**src/rtl/sd_block_reader.sv**
```systemverilog
// CMD17 single-block read sequencer feeding a byte-level SPI master's register interface.
// Polls for R1 and the data token, then streams 512 bytes over valid/ready.
module sd_block_reader #(
   parameter int unsigned BYTE_CYCLES = 18,
   parameter int unsigned R1_TRIES    = 8,
   parameter int unsigned TOKEN_TRIES = 4096
) (
   input  logic        clk,
   input  logic        reset,
   input  logic        start,
   input  logic [31:0] block_addr,
   output logic        busy,
   output logic        done,
   output logic        error,
   output logic [1:0]  err_code,
   output logic [7:0]  out_data,
   output logic        out_valid,
   input  logic        out_ready,
   output logic        spi_enable,
   output logic        spi_rnw,
   output logic [2:0]  spi_addr,
   output logic [7:0]  spi_din,
   input  logic [7:0]  spi_dout,
   input  logic        spi_ready
);

   localparam logic [3:0] S_IDLE     = 4'd0;
   localparam logic [3:0] S_WAIT_RDY = 4'd1;
   localparam logic [3:0] S_CS_LO    = 4'd2;
   localparam logic [3:0] S_CMD      = 4'd3;
   localparam logic [3:0] S_R1       = 4'd4;
   localparam logic [3:0] S_TOKEN    = 4'd5;
   localparam logic [3:0] S_DATA     = 4'd6;
   localparam logic [3:0] S_CRC      = 4'd7;
   localparam logic [3:0] S_CS_HI    = 4'd8;
   localparam logic [3:0] S_TRAIL    = 4'd9;
   localparam logic [3:0] S_FIN      = 4'd10;

   localparam int unsigned MAXT = (R1_TRIES > TOKEN_TRIES) ? R1_TRIES : TOKEN_TRIES;
   localparam int unsigned TW   = $clog2(MAXT + 1);
   localparam int unsigned CW   = $clog2(BYTE_CYCLES + 1);

   logic [3:0]    state;
   logic [31:0]   addr_q;
   logic          pending;
   logic [CW-1:0] cnt;
   logic [2:0]    cmd_idx;
   logic [TW-1:0] tries;
   logic [9:0]    byte_cnt;
   logic          crc_idx;

   logic          byte_state;
   logic          cs_state;
   logic          issue;
   logic          byte_done;
   logic          cs_done;
   logic [2:0]    issue_addr;
   logic [7:0]    cmd_byte;
   logic [7:0]    issue_din;

   assign busy    = (state != S_IDLE);
   assign done    = (state == S_FIN);
   assign spi_rnw = 1'b0;

   // pending covers the strobe cycle through the sample (bytes) or the idle cycle (CS)
   always_comb begin
      byte_state = (state == S_CMD) || (state == S_R1) || (state == S_TOKEN) ||
                   (state == S_DATA) || (state == S_CRC) || (state == S_TRAIL);
      cs_state   = (state == S_CS_LO) || (state == S_CS_HI);
      issue      = !pending && (cs_state || (byte_state && !out_valid));
      byte_done  = pending && byte_state && (cnt == CW'(BYTE_CYCLES));
      cs_done    = pending && cs_state && (cnt == CW'(1));
      case (state)
         S_CMD:   issue_addr = 3'd0;
         S_CS_LO: issue_addr = 3'd4;
         S_CS_HI: issue_addr = 3'd3;
         default: issue_addr = 3'd1;
      endcase
      case (cmd_idx)
         3'd0:    cmd_byte = 8'h51;
         3'd1:    cmd_byte = addr_q[31:24];
         3'd2:    cmd_byte = addr_q[23:16];
         3'd3:    cmd_byte = addr_q[15:8];
         3'd4:    cmd_byte = addr_q[7:0];
         default: cmd_byte = 8'hFF;
      endcase
      issue_din = (state == S_CMD) ? cmd_byte : 8'hFF;
   end

   always_ff @(posedge clk) begin
      if (reset) begin
         state      <= S_IDLE;
         addr_q     <= '0;
         pending    <= 1'b0;
         cnt        <= '0;
         cmd_idx    <= '0;
         tries      <= '0;
         byte_cnt   <= '0;
         crc_idx    <= 1'b0;
         error      <= 1'b0;
         err_code   <= '0;
         out_data   <= '0;
         out_valid  <= 1'b0;
         spi_enable <= 1'b0;
         spi_addr   <= '0;
         spi_din    <= '0;
      end else begin
         spi_enable <= 1'b0;
         if (issue) begin
            spi_enable <= 1'b1;
            spi_addr   <= issue_addr;
            spi_din    <= issue_din;
            pending    <= 1'b1;
            cnt        <= '0;
         end else if (pending) begin
            cnt <= cnt + CW'(1);
         end

         case (state)
            S_IDLE: begin
               if (start) begin
                  addr_q   <= block_addr;
                  error    <= 1'b0;
                  err_code <= '0;
                  state    <= spi_ready ? S_CS_LO : S_WAIT_RDY;
               end
            end
            S_WAIT_RDY: begin
               if (spi_ready) state <= S_CS_LO;
            end
            S_CS_LO: begin
               if (cs_done) begin
                  pending <= 1'b0;
                  cmd_idx <= '0;
                  state   <= S_CMD;
               end
            end
            S_CMD: begin
               if (byte_done) begin
                  pending <= 1'b0;
                  if (cmd_idx == 3'd5) begin
                     tries <= '0;
                     state <= S_R1;
                  end else begin
                     cmd_idx <= cmd_idx + 3'd1;
                  end
               end
            end
            S_R1: begin
               if (byte_done) begin
                  pending <= 1'b0;
                  tries   <= tries + TW'(1);
                  if (spi_dout == 8'h00) begin
                     tries <= '0;
                     state <= S_TOKEN;
                  end else if (spi_dout != 8'hFF) begin
                     err_code <= 2'd2;
                     state    <= S_CS_HI;
                  end else if (tries == TW'(R1_TRIES - 1)) begin
                     err_code <= 2'd1;
                     state    <= S_CS_HI;
                  end
               end
            end
            S_TOKEN: begin
               if (byte_done) begin
                  pending <= 1'b0;
                  tries   <= tries + TW'(1);
                  if (spi_dout == 8'hFE) begin
                     byte_cnt <= '0;
                     state    <= S_DATA;
                  end else if (spi_dout != 8'hFF || tries == TW'(TOKEN_TRIES - 1)) begin
                     err_code <= 2'd3;
                     state    <= S_CS_HI;
                  end
               end
            end
            S_DATA: begin
               // out_valid blocks the next strobe, so a stalled consumer idles the SPI clock
               if (byte_done) begin
                  pending   <= 1'b0;
                  out_data  <= spi_dout;
                  out_valid <= 1'b1;
               end else if (out_valid && out_ready) begin
                  out_valid <= 1'b0;
                  byte_cnt  <= byte_cnt + 10'd1;
                  if (byte_cnt == 10'd511) begin
                     crc_idx <= 1'b0;
                     state   <= S_CRC;
                  end
               end
            end
            S_CRC: begin
               if (byte_done) begin
                  pending <= 1'b0;
                  crc_idx <= 1'b1;
                  if (crc_idx) state <= S_CS_HI;
               end
            end
            S_CS_HI: begin
               if (cs_done) begin
                  pending <= 1'b0;
                  state   <= S_TRAIL;
               end
            end
            S_TRAIL: begin
               if (byte_done) begin
                  pending <= 1'b0;
                  error   <= (err_code != 2'd0);
                  state   <= S_FIN;
               end
            end
            S_FIN: begin
               state <= S_IDLE;
            end
            default: begin
               state <= S_IDLE;
            end
         endcase
      end
   end

endmodule

```
**config.mk**
```make
export PLATFORM = sky130hd
export DESIGN_NAME = sd_block_reader
export DESIGN_NICKNAME = d
export VERILOG_FILES = /design/src/rtl/sd_block_reader.sv
export SDC_FILE = /design/constraint.sdc
export NUM_CORES = 1
export LEC_CHECK = 0
export ABC_AREA = 1
export BUFFER_PORTS_ARGS = -buffer_cell sky130_fd_sc_hd__buf_2
export CELL_PAD_IN_SITES_DETAIL_PLACEMENT = 0
export CELL_PAD_IN_SITES_GLOBAL_PLACEMENT = 1
export CORE_AREA = 2 2 116 118
export CTS_BUF_LIST = sky130_fd_sc_hd__clkbuf_16
export CTS_CLUSTER_SIZE = 25
export DETAILED_ROUTE_END_ITERATION = 12
export DIE_AREA = 0 0 118 120
export GPL_ROUTABILITY_DRIVEN = 1
export PLACE_DENSITY_LB_ADDON = 0.1
export SLEW_MARGIN = 0
export SYNTH_ARGS = -nofsm -noshare
export SYNTH_HDL_FRONTEND = slang
export SYNTH_SLANG_ARGS = --single-unit
```
**constraint.sdc**
```tcl
create_clock -name clk -period 1.6 [get_ports clk]
set_input_delay 0.32 -clock clk [delete_from_list [all_inputs] [get_ports clk]]
set_output_delay 0.32 -clock clk [all_outputs]
set_load 0.01 [all_outputs]
```
## Word-level counts from Yosys, hierarchy flattened

Cells that the tools add are included.

- Bits in registers: 93
- Output and inout bits: 27

- Muxes and demuxes: 63
- Reductions and logical operators: 42
- Add/sub/neg operators: 4
- Equality and inequality tests: 44

Operator list:

| kind | number |
|---|---|
| $mux 4 | 19 |
| $mux 13 | 5 |
| $mux 10 | 4 |
| $pmux 4 s10 | 1 |
| $pmux 8 s5 | 1 |
| $pmux 13 s3 | 1 |
| $ne 2x2->1 const B | 14 |
| $pmux 10 s2 | 1 |
| $mux 2 | 9 |
| $eq 4x3->1 const B | 4 |
| $reduce_and 16->1 | 1 |
| $reduce_and 5->1 | 3 |
| $add 13x1->13 const B | 1 |
| $eq 13x12->1 const B | 1 |
| $eq 13x3->1 const B | 1 |
| $eq 4x4->1 const B | 3 |
| $mux 1 | 12 |
| $reduce_bool 2->1 | 6 |
| $add 10x1->10 const B | 1 |
| $eq 10x9->1 const B | 1 |
| $ne 2x1->1 const B | 5 |
| $mux 3 | 3 |
| $pmux 3 s3 | 1 |
| $eq 4x2->1 const B | 2 |
| 30 further kinds | 53 |

## Logic depth before layout (Yosys ltp)

Gate-level depths: netlist of run 1.

- Word-level depth: 12
- Depth in mapped cells: 14
- Depth with buffers taken out: 14

## Least setup slack after synthesis of run 1

No wires, ideal clock.

- Kind: flip-flop to flip-flop
- Start: reg cnt[1]
- End: reg byte_cnt[3]
- Data required time: 1478 ps
- Setup slack: -1 ps
- Data arrival time: 1480 ps
- Cell stages (with the launch flop): 10
- Library setup time: 122 ps
- Period minus slack after synthesis: 1601 ps
- Cells stage by stage: dfxtp_1 -> ha_1 -> nand3_1 -> nor2_4 -> nand4_1 -> nand2_1 -> nand2_2 -> buf_6 -> o21ai_0 -> a21oi_1

- Word-level cells in the longest chain between the ends: 4

RTL lines:

| element | RTL line | RTL |
|---|---|---|
| from (decl) | 46 | `logic [CW-1:0] cnt;` |
| from (signal assigned) | 116 | `cnt <= cnt + CW'(1);` |
| $eq 5x5->1 (*) | 71 | `byte_done = pending && byte_state && (cnt == CW'(BYTE_CYCLES));` |
| $logic_and 1x1->1 (*) | 71 |  |
| $ne 2x2->1 (no source line) | n/a |  |
| $reduce_and 5->1 (no source line) (*) | n/a |  |
| to (signal assigned) | 186 | `byte_cnt <= byte_cnt + 10'd1;` |
| to (decl) | 49 | `logic [9:0] byte_cnt;` |

Every way passes the cells marked *; elsewhere a longest branch is shown, timed or not.
A chain may end at the register's enable or synchronous reset.

## Worst setup path after layout of run 1

- Start: reg cnt[0]
- End: reg byte_cnt[8]

The elaborated chain is that of the path after synthesis.

==> impl_results.md, run 1 <==
- DR top layer: met4
- CTS max path bufs: 2
- Antenna Cells: 0
- Die height: around 120 µm
- Vias in the first global route: around 4600
- Final nets: ~900
- Mapped cell area: roughly 4700 µm²
- FFs w/ async S/R, synth: 0
- Largest net degree at the start of global routing: 42
- Core ar.: approximately 13000 µm²
- CP Data Arrival Time: about 1.9 ns
- TritonCTS Buffers: 9
- Initial antenna violation count: 0
- CP max stage cell: dfxtp_2
- First-pass GRT wire length: between 20000 and 25000 µm
- Grt ovf: 0
- Synth top area share: 0.396
- DRT met1 WL: around 6300 µm
- Int Power: about 0.0056 W
- Syn Nets: about 740
- Synth top cells by count: nand2_1, nor2_1, dfxtp_1, inv_1, a21oi_1
- Syn Area/Cell: between 6 and 7 µm²
- Clock-pin slew on the worst setup and hold paths: ~0.07 ns
- Syn Inst Count: 680
- Routability cong.: 0.841
- Gate power share: 0.418
- Hold depth: 3
- Cell count of the worst reg-to-reg path: 11
- Row count: between 40 and 50
- Final Hold Viols: 0
- CTS tree: built
- # H-tree levels: 3
- Met3 wire length: roughly 600 µm
- Cell with the most instances after synthesis: nand2_1
- Ports: 72
- Post-route setup slack: -0.0802 ns
- First-pass iteration count of the detailed router: 5
- HPWL Detailed: around 10000 µm
- Crit-path max cell delay: around 0.32 ns
- Final setup vio count: 20
- Type of the worst min-delay path: in -> reg
- Clock latency on the worst-skew pair: roughly 0.35 ns
- RR Endpoint: byte_cnt[8]
- Worst r2r src: cnt[0]
- Port bufs: 70
- Post-synth EDFFs: 0
- CP startpoint: cnt[0]
- Layout area overhead: 44.1%
- Sw frac: 0.377
- Synth Register Bits: 93
- Synth top area cells: dfxtp_1, nand2_1, nor2_1
- Tcrit/Tclk final: 1.05
- Fin. max-slew vios: 0
- Initial Util: 0.362
- Share of layout cells above drive strength 1: 0.369
- PD cells: approximately 1300 nW/µm²
- Die W: between 100 and 150 µm
- Most used cell, CP: nand2_4
- Wire per inst: approximately 13 µm
- Routed WL: approximately 14000 µm
- Worst setup EP type: flip-flop
- Vias post-DR: slightly below 5000
- Skew final: 0.00728 ns
- Unique masters post-synth: 44
- Startpoint types: flip-flop
- FILL cells: between 1000 and 1500
- F_max: just under 600 MHz
- Area leader, netlist: dfxtp_1
- Maxcap violations: 0
- Total Power: 0.00901 W
- DR vias/cell: 4.75
- Clock Sinks: a little over 90
- Crit-path max FO: 6
- Setup CP Type: reg -> reg
- Hold WS: a little over 0.2 ns
- Crit path cell chain: inv_2 -> ha_4 -> nand3_4 -> nor2_4 -> nand4_1 -> nand2_1 -> nand2_4 -> buf_8 -> buf_12 -> nand2_4 -> a21oi_2
- Final ANT Viol Nets: 0
- CP Capture Point: byte_cnt[8]
- Failing checks: negative setup slack
- R2r setup slk: -0.08 ns
- Clock power share: 0.244
- Leakage: roughly 3.0 nW
- Drc violations: 0
- Max rail drop VDD: 523 µV
- Root Driver: clkbuf_16
- DRT iter0 DRCs: ~200
- Top FF cell, synth: dfxtp_1
- Tmin final: about 1.7 ns
- Switching Power: between 0.003 and 0.004 W
- Yosys warns: 0
- CP Data Required Time: 1.84 ns
- Die area: roughly 14000 µm²
- Wire length on met2: 6520 µm
- Status: finished, violations left
- RSZ-0062 raised after global routing: true
- GRT Util Overall: 0.196
- Register area share after synthesis: 0.396
- Register share of total power: 0.337
-- layer usage --
layer  global-route usage  vias up
met1                0.254     2214
met3               0.0399       13
met5                    0        -
met2                0.327      109
met4               0.0663        0
li1                     -     2556
-- sequential cells by signal, summed over array words and instances (netlist names) --
register and count:
addr_q 32, tries 13, byte_cnt 10, out_data 8, spi_din 8, cnt 5, state 4, cmd_idx 3
spi_addr 3, err_code 2, crc_idx 1, error 1, out_valid 1, pending 1, spi_enable 1
-- worst max-delay path: cells and delay by family, from the launching register on --
| kind | cells | cell delay (ns) |
|---|---|---|
| buffers and inverters | 3 | 0.32 |
| flip-flops | 1 | 0.32 |
| AO/OA/AOI/OAI | 1 | 0.04 |
| AND/OR/NAND/NOR | 6 | 0.74 |
| adder cells (fa/ha/maj) | 1 | 0.13 |
-- cell usage in the layout (no fill, tap or decap), types with 9 or more instances in the layout --
| master | count |
|---|---|
| a21oi_1 | 51 |
| a21oi_2 | 12 |
| nand2_4 | 11 |
| nand3_1 | 24 |
| o21ai_0 | 46 |
| nor2_4 | 13 |
| buf_4 | 91 |
| inv_1 | 60 |
| nand2_2 | 22 |
| nand2_1 | 118 |
| nor2_2 | 11 |
| nor2_1 | 101 |
| clkbuf_16 | 9 |
| nor3_1 | 11 |
| dfxtp_1 | 84 |
| buf_2 | 70 |
-- repair_timing --
item | CTS | global route
gates resized for setup | 67 | 65
hold buffers | 0 | 0
gates cloned | 1 | 0
pin swaps | 26 | 21
endpoints found under the setup margin | 48 | 68
buffers inserted | 7 | 7
hold endpoints to repair | 0 | 0
-- how the worst min path moves through the flow --
stage                   to          start  slack, ns
2_1_floorplan   spi_enable          reset       0.41
3_3_place_gp    spi_din[3]     spi_din[3]       0.43
3_5_place_dp   spi_addr[0]    spi_addr[0]       0.43
4_1_cts          addr_q[7]  block_addr[7]       0.19
5_1_grt          addr_q[7]  block_addr[7]       0.19
6_report         addr_q[2]  block_addr[2]       0.20
-- area by class of cell --
| cell class | count | area (µm²) | area share |
|---|---|---|---|
| inverters | 74 | 298 | 0.0440 |
| repair buffers | 175 | 1240 | 0.183 |
| clock inverters | 7 | 72.6 | 0.0107 |
| well taps | 176 | 220 | 0.0325 |
| flip-flops and latches | 93 | 1880 | 0.277 |
| clock buffers | 9 | 225 | 0.0332 |
| multi-input cells | 496 | 2840 | 0.419 |
-- stage by stage --
step / setup TNS (ns) / area (µm²) / std cells / worst slack [ns] / utilization
after floorplan: -0.00132 / 4700 / 680 / -0.00132 / -
after global placement: -2.81 / 5910 / 1000 / -0.123 / 0.455
after detailed placement: -3.62 / 5910 / 1000 / -0.162 / 0.455
after CTS: -0.817 / 6490 / 1024 / -0.0700 / 0.500
after global routing: -3.28 / 6780 / 1030 / -0.149 / 0.522
final: -0.629 / 6780 / 1030 / -0.0802 / 0.522
-- logic make-up after synthesis --
logic type / synth area share
compound gates: 0.160
xor+xnor: 0.00745
fa+ha+maj: 0.0266
buf+inv: 0.0793
flops: 0.396
mux: 0.00213
other cells: 0.000798
simple gates: 0.328
-- power by group through the flow --
| stage | logic [W] | registers (W) | clock network (W) |
|---|---|---|---|
| 6_report | 0.00377 | 0.00304 | 0.00220 |
| 5_1_grt | 0.00416 | 0.00310 | 0.00236 |
| 4_1_cts | 0.00349 | 0.00303 | 0.00227 |
| 3_5_place_dp | 0.00321 | 0.00305 | 0 |
| 3_3_place_gp | 0.00317 | 0.00304 | 0 |
| 2_1_floorplan | 0.00185 | 0.00307 | 0 |
(Power assumes the default switching activity.)
==> run 2: changes to the inputs <==
--- a/config.mk
+++ b/config.mk
@@ -6,14 +6,14 @@
 export NUM_CORES = 1
 export LEC_CHECK = 0
 export ABC_AREA = 1
-export BUFFER_PORTS_ARGS = -buffer_cell sky130_fd_sc_hd__buf_2
 export CELL_PAD_IN_SITES_DETAIL_PLACEMENT = 0
 export CELL_PAD_IN_SITES_GLOBAL_PLACEMENT = 1
-export CORE_AREA = 2 2 116 118
+export CORE_AREA = 2 2 111 113
 export CTS_BUF_LIST = sky130_fd_sc_hd__clkbuf_16
 export CTS_CLUSTER_SIZE = 25
 export DETAILED_ROUTE_END_ITERATION = 12
-export DIE_AREA = 0 0 118 120
+export DIE_AREA = 0 0 113 115
+export DONT_BUFFER_PORTS = 1
 export GPL_ROUTABILITY_DRIVEN = 1
 export PLACE_DENSITY_LB_ADDON = 0.1
 export SLEW_MARGIN = 0
==> run 2 against run 1 <==
Net effect: the run ends with design-rule violations, negative setup slack left; count of clock-buffer cells in the layout is the same; critical path depth grew 2; hold slack lost 0.19 ns; global-route usage grew 0.84 points; sequential share of layout area grew 1.0 points; cell count shrank 8.7%; clock skew grew 0.0025 ns; worst setup slack lost 0.019 ns; non-clock buffer count shrank 63; combinational power grew 4%.
==> impl_results.md, run 2 (synthesis gave the netlist of run 1 again) <==
- Final nets: about 840
- GRT Util Overall: 0.205
- Clock-pin slew on the worst setup and hold paths: roughly 0.07 ns
- CP Buf/Inv Count: 3
- Final setup vio count: 15
- Wire per inst: 14.2 µm
- FILL cells: 1155
- Max reg flops: 32
- Placed cell areas: about 5500 µm²
- Register area: between 1500 and 2000 µm²
- Largest Register: addr_q
- Fin. max-slew vios: 0
- RSZ-0062 raised after global routing: true
- Failing checks: design-rule violations, negative setup slack
- Final instance area: between 6000 and 7000 µm²
- Most used cell, CP: nand2_1
- Max rail drop VDD: approximately 450 µV
- Crit path max-delay family: simple AND/OR/NAND/NOR gates
- Crit path cell chain: inv_2 -> ha_4 -> buf_4 -> inv_4 -> nor2_4 -> nand2_4 -> nand4_1 -> nand2_1 -> nor2_4 -> nand2_2 -> nand2_1 -> nand2_1 -> nor2_1
- Row count: 40
- Clock Sinks: just over 90
- Drc violations: 7
- Port bufs: 0
- Vias post-DR: ~4700
- Type of the worst min-delay path: in -> reg
- Setup CP Type: reg -> reg
- Most common cell after layout, fill and taps aside: nand2_1
- Die area: around 13000 µm²
- Vias in the first global route: ~4500
- # hold bufs at CTS: 0
- Largest net degree at the start of global routing: just over 50
- Maxcap violations: 0
- CP Data Arrival Time: approximately 2.0 ns
- Initial antenna violation count: 0
- Final Hold Viols: 0
- PD cells: about 1400 nW/µm²
- Status: finished, violations left
- Post-route setup slack: -0.0996 ns
- Skew final: between 0.009 and 0.01 ns
- Worst setup EP type: flip-flop
- Die W: about 110 µm
- CP Data Required Time: about 1.9 ns
- Leakage: roughly 2.7 nW
- DRT iter0 DRCs: about 230
- # H-tree levels: 3
- Routed WL: around 13000 µm
- Largest registers: addr_q (32), tries (13), byte_cnt (10)
- CP max stage cell: dfxtp_2
- Startpoint types: flip-flop
- Tcrit/Tclk final: 1.06
- Util after Layout: 0.553
- HPWL Detailed: ~9600 µm
- Ports: 72
- CTS max path bufs: 2
- Clock latency on the worst-skew pair: around 0.35 ns
- Initial Util: 0.398
- TritonCTS Buffers: 9
- F_max: roughly 590 MHz
- Antenna Cells: 0
- Layout area overhead: 39.0%
- First-pass iteration count of the detailed router: 9
- Grt ovf: 0
- DR vias/cell: 4.99
- Final ANT Viol Nets: 0
- Pre-CTS WS: -0.187 ns
- Most frequent cells in the layout: nand2_1, nor2_1, buf_4
- Crit-path max FO: 6
- First-pass GRT wire length: ~21000 µm
- Tmin final: between 1.5 and 2 ns
- CTS tree: built
- Core ar.: approximately 12000 µm²
- Share of layout cells above drive strength 1: 0.314
- Multi-input logic area: 2900 µm²
- Routability cong.: between 0.8 and 0.9
- Crit-path max cell delay: approximately 0.33 ns
- Root Driver: clkbuf_16
- Die height: 115 µm
[run 2: timing repair]
item / 4_1_cts / 5_1_grt
setup endpoints to repair: 53 / 63
gates resized for setup: 54 / 99
setup buffers: 8 / 8
pin swaps: 25 / 25
cloned: 0 / 4
[run 2: worst reg2reg max path: stages (launching register included)]
cell and delay [ns]:
dfxtp_2 0.33, inv_2 0.06, ha_4 0.15, buf_4 0.12, inv_4 0.03, nor2_4 0.09
nand2_4 0.08, nand4_1 0.17, nand2_1 0.12, nor2_4 0.21, nand2_2 0.07, nand2_1 0.08
nand2_1 0.05, nor2_1 0.09
[run 2: final timing paths]
kind                   start         end  depth (start not counted)  slack, ns
hold reg to reg   addr_q[26]  addr_q[26]                          2       0.45
setup reg to reg      cnt[0]    state[1]                         13       -0.1
setup / recovery      cnt[0]    state[1]                         13       -0.1
hold / removal         reset  cmd_idx[0]                          1       0.01
[run 2: routing by layer]
layer | vias up | share of wire | GRT usage
li1 | 2421 | - | -
met4 | 0 | 0.018 | 0.0805
met5 | - | 0 | 0
met1 | 2152 | 0.44 | 0.257
met3 | 13 | 0.050 | 0.0385
met2 | 100 | 0.49 | 0.350
[run 2: final cells by class]
cell class                 count  area share
clock buffer                   9      0.0345
clock inverter                 7      0.0101
inverter                      74      0.0471
multi-input combinational    496       0.444
sequential                    93       0.287
tap                          147      0.0281
timing repair buffer         112       0.147
timing repair inverter         2     0.00191
[run 2: where the power goes]
part	leakage (nW)	switching (W)	internal (W)	total [W]
sequential	0.763	0.000361	0.00280	0.00316
combinational	1.81	0.00221	0.00170	0.00391
clock	0.146	0.000940	0.00120	0.00214
[run 2: stage by stage]
step	total power, W	setup TNS (ns)	hold WS, ns	instances
2_1_floorplan	0.00492	-0.00132	0.415	680
3_3_place_gp	0.00606	-2.71	0.394	904
3_5_place_dp	0.00611	-4.09	0.394	904
4_1_cts	0.00854	-0.551	0.0121	928
5_1_grt	0.00981	-3.45	0.0000446	940
6_report	0.00921	-0.503	0.0123	940
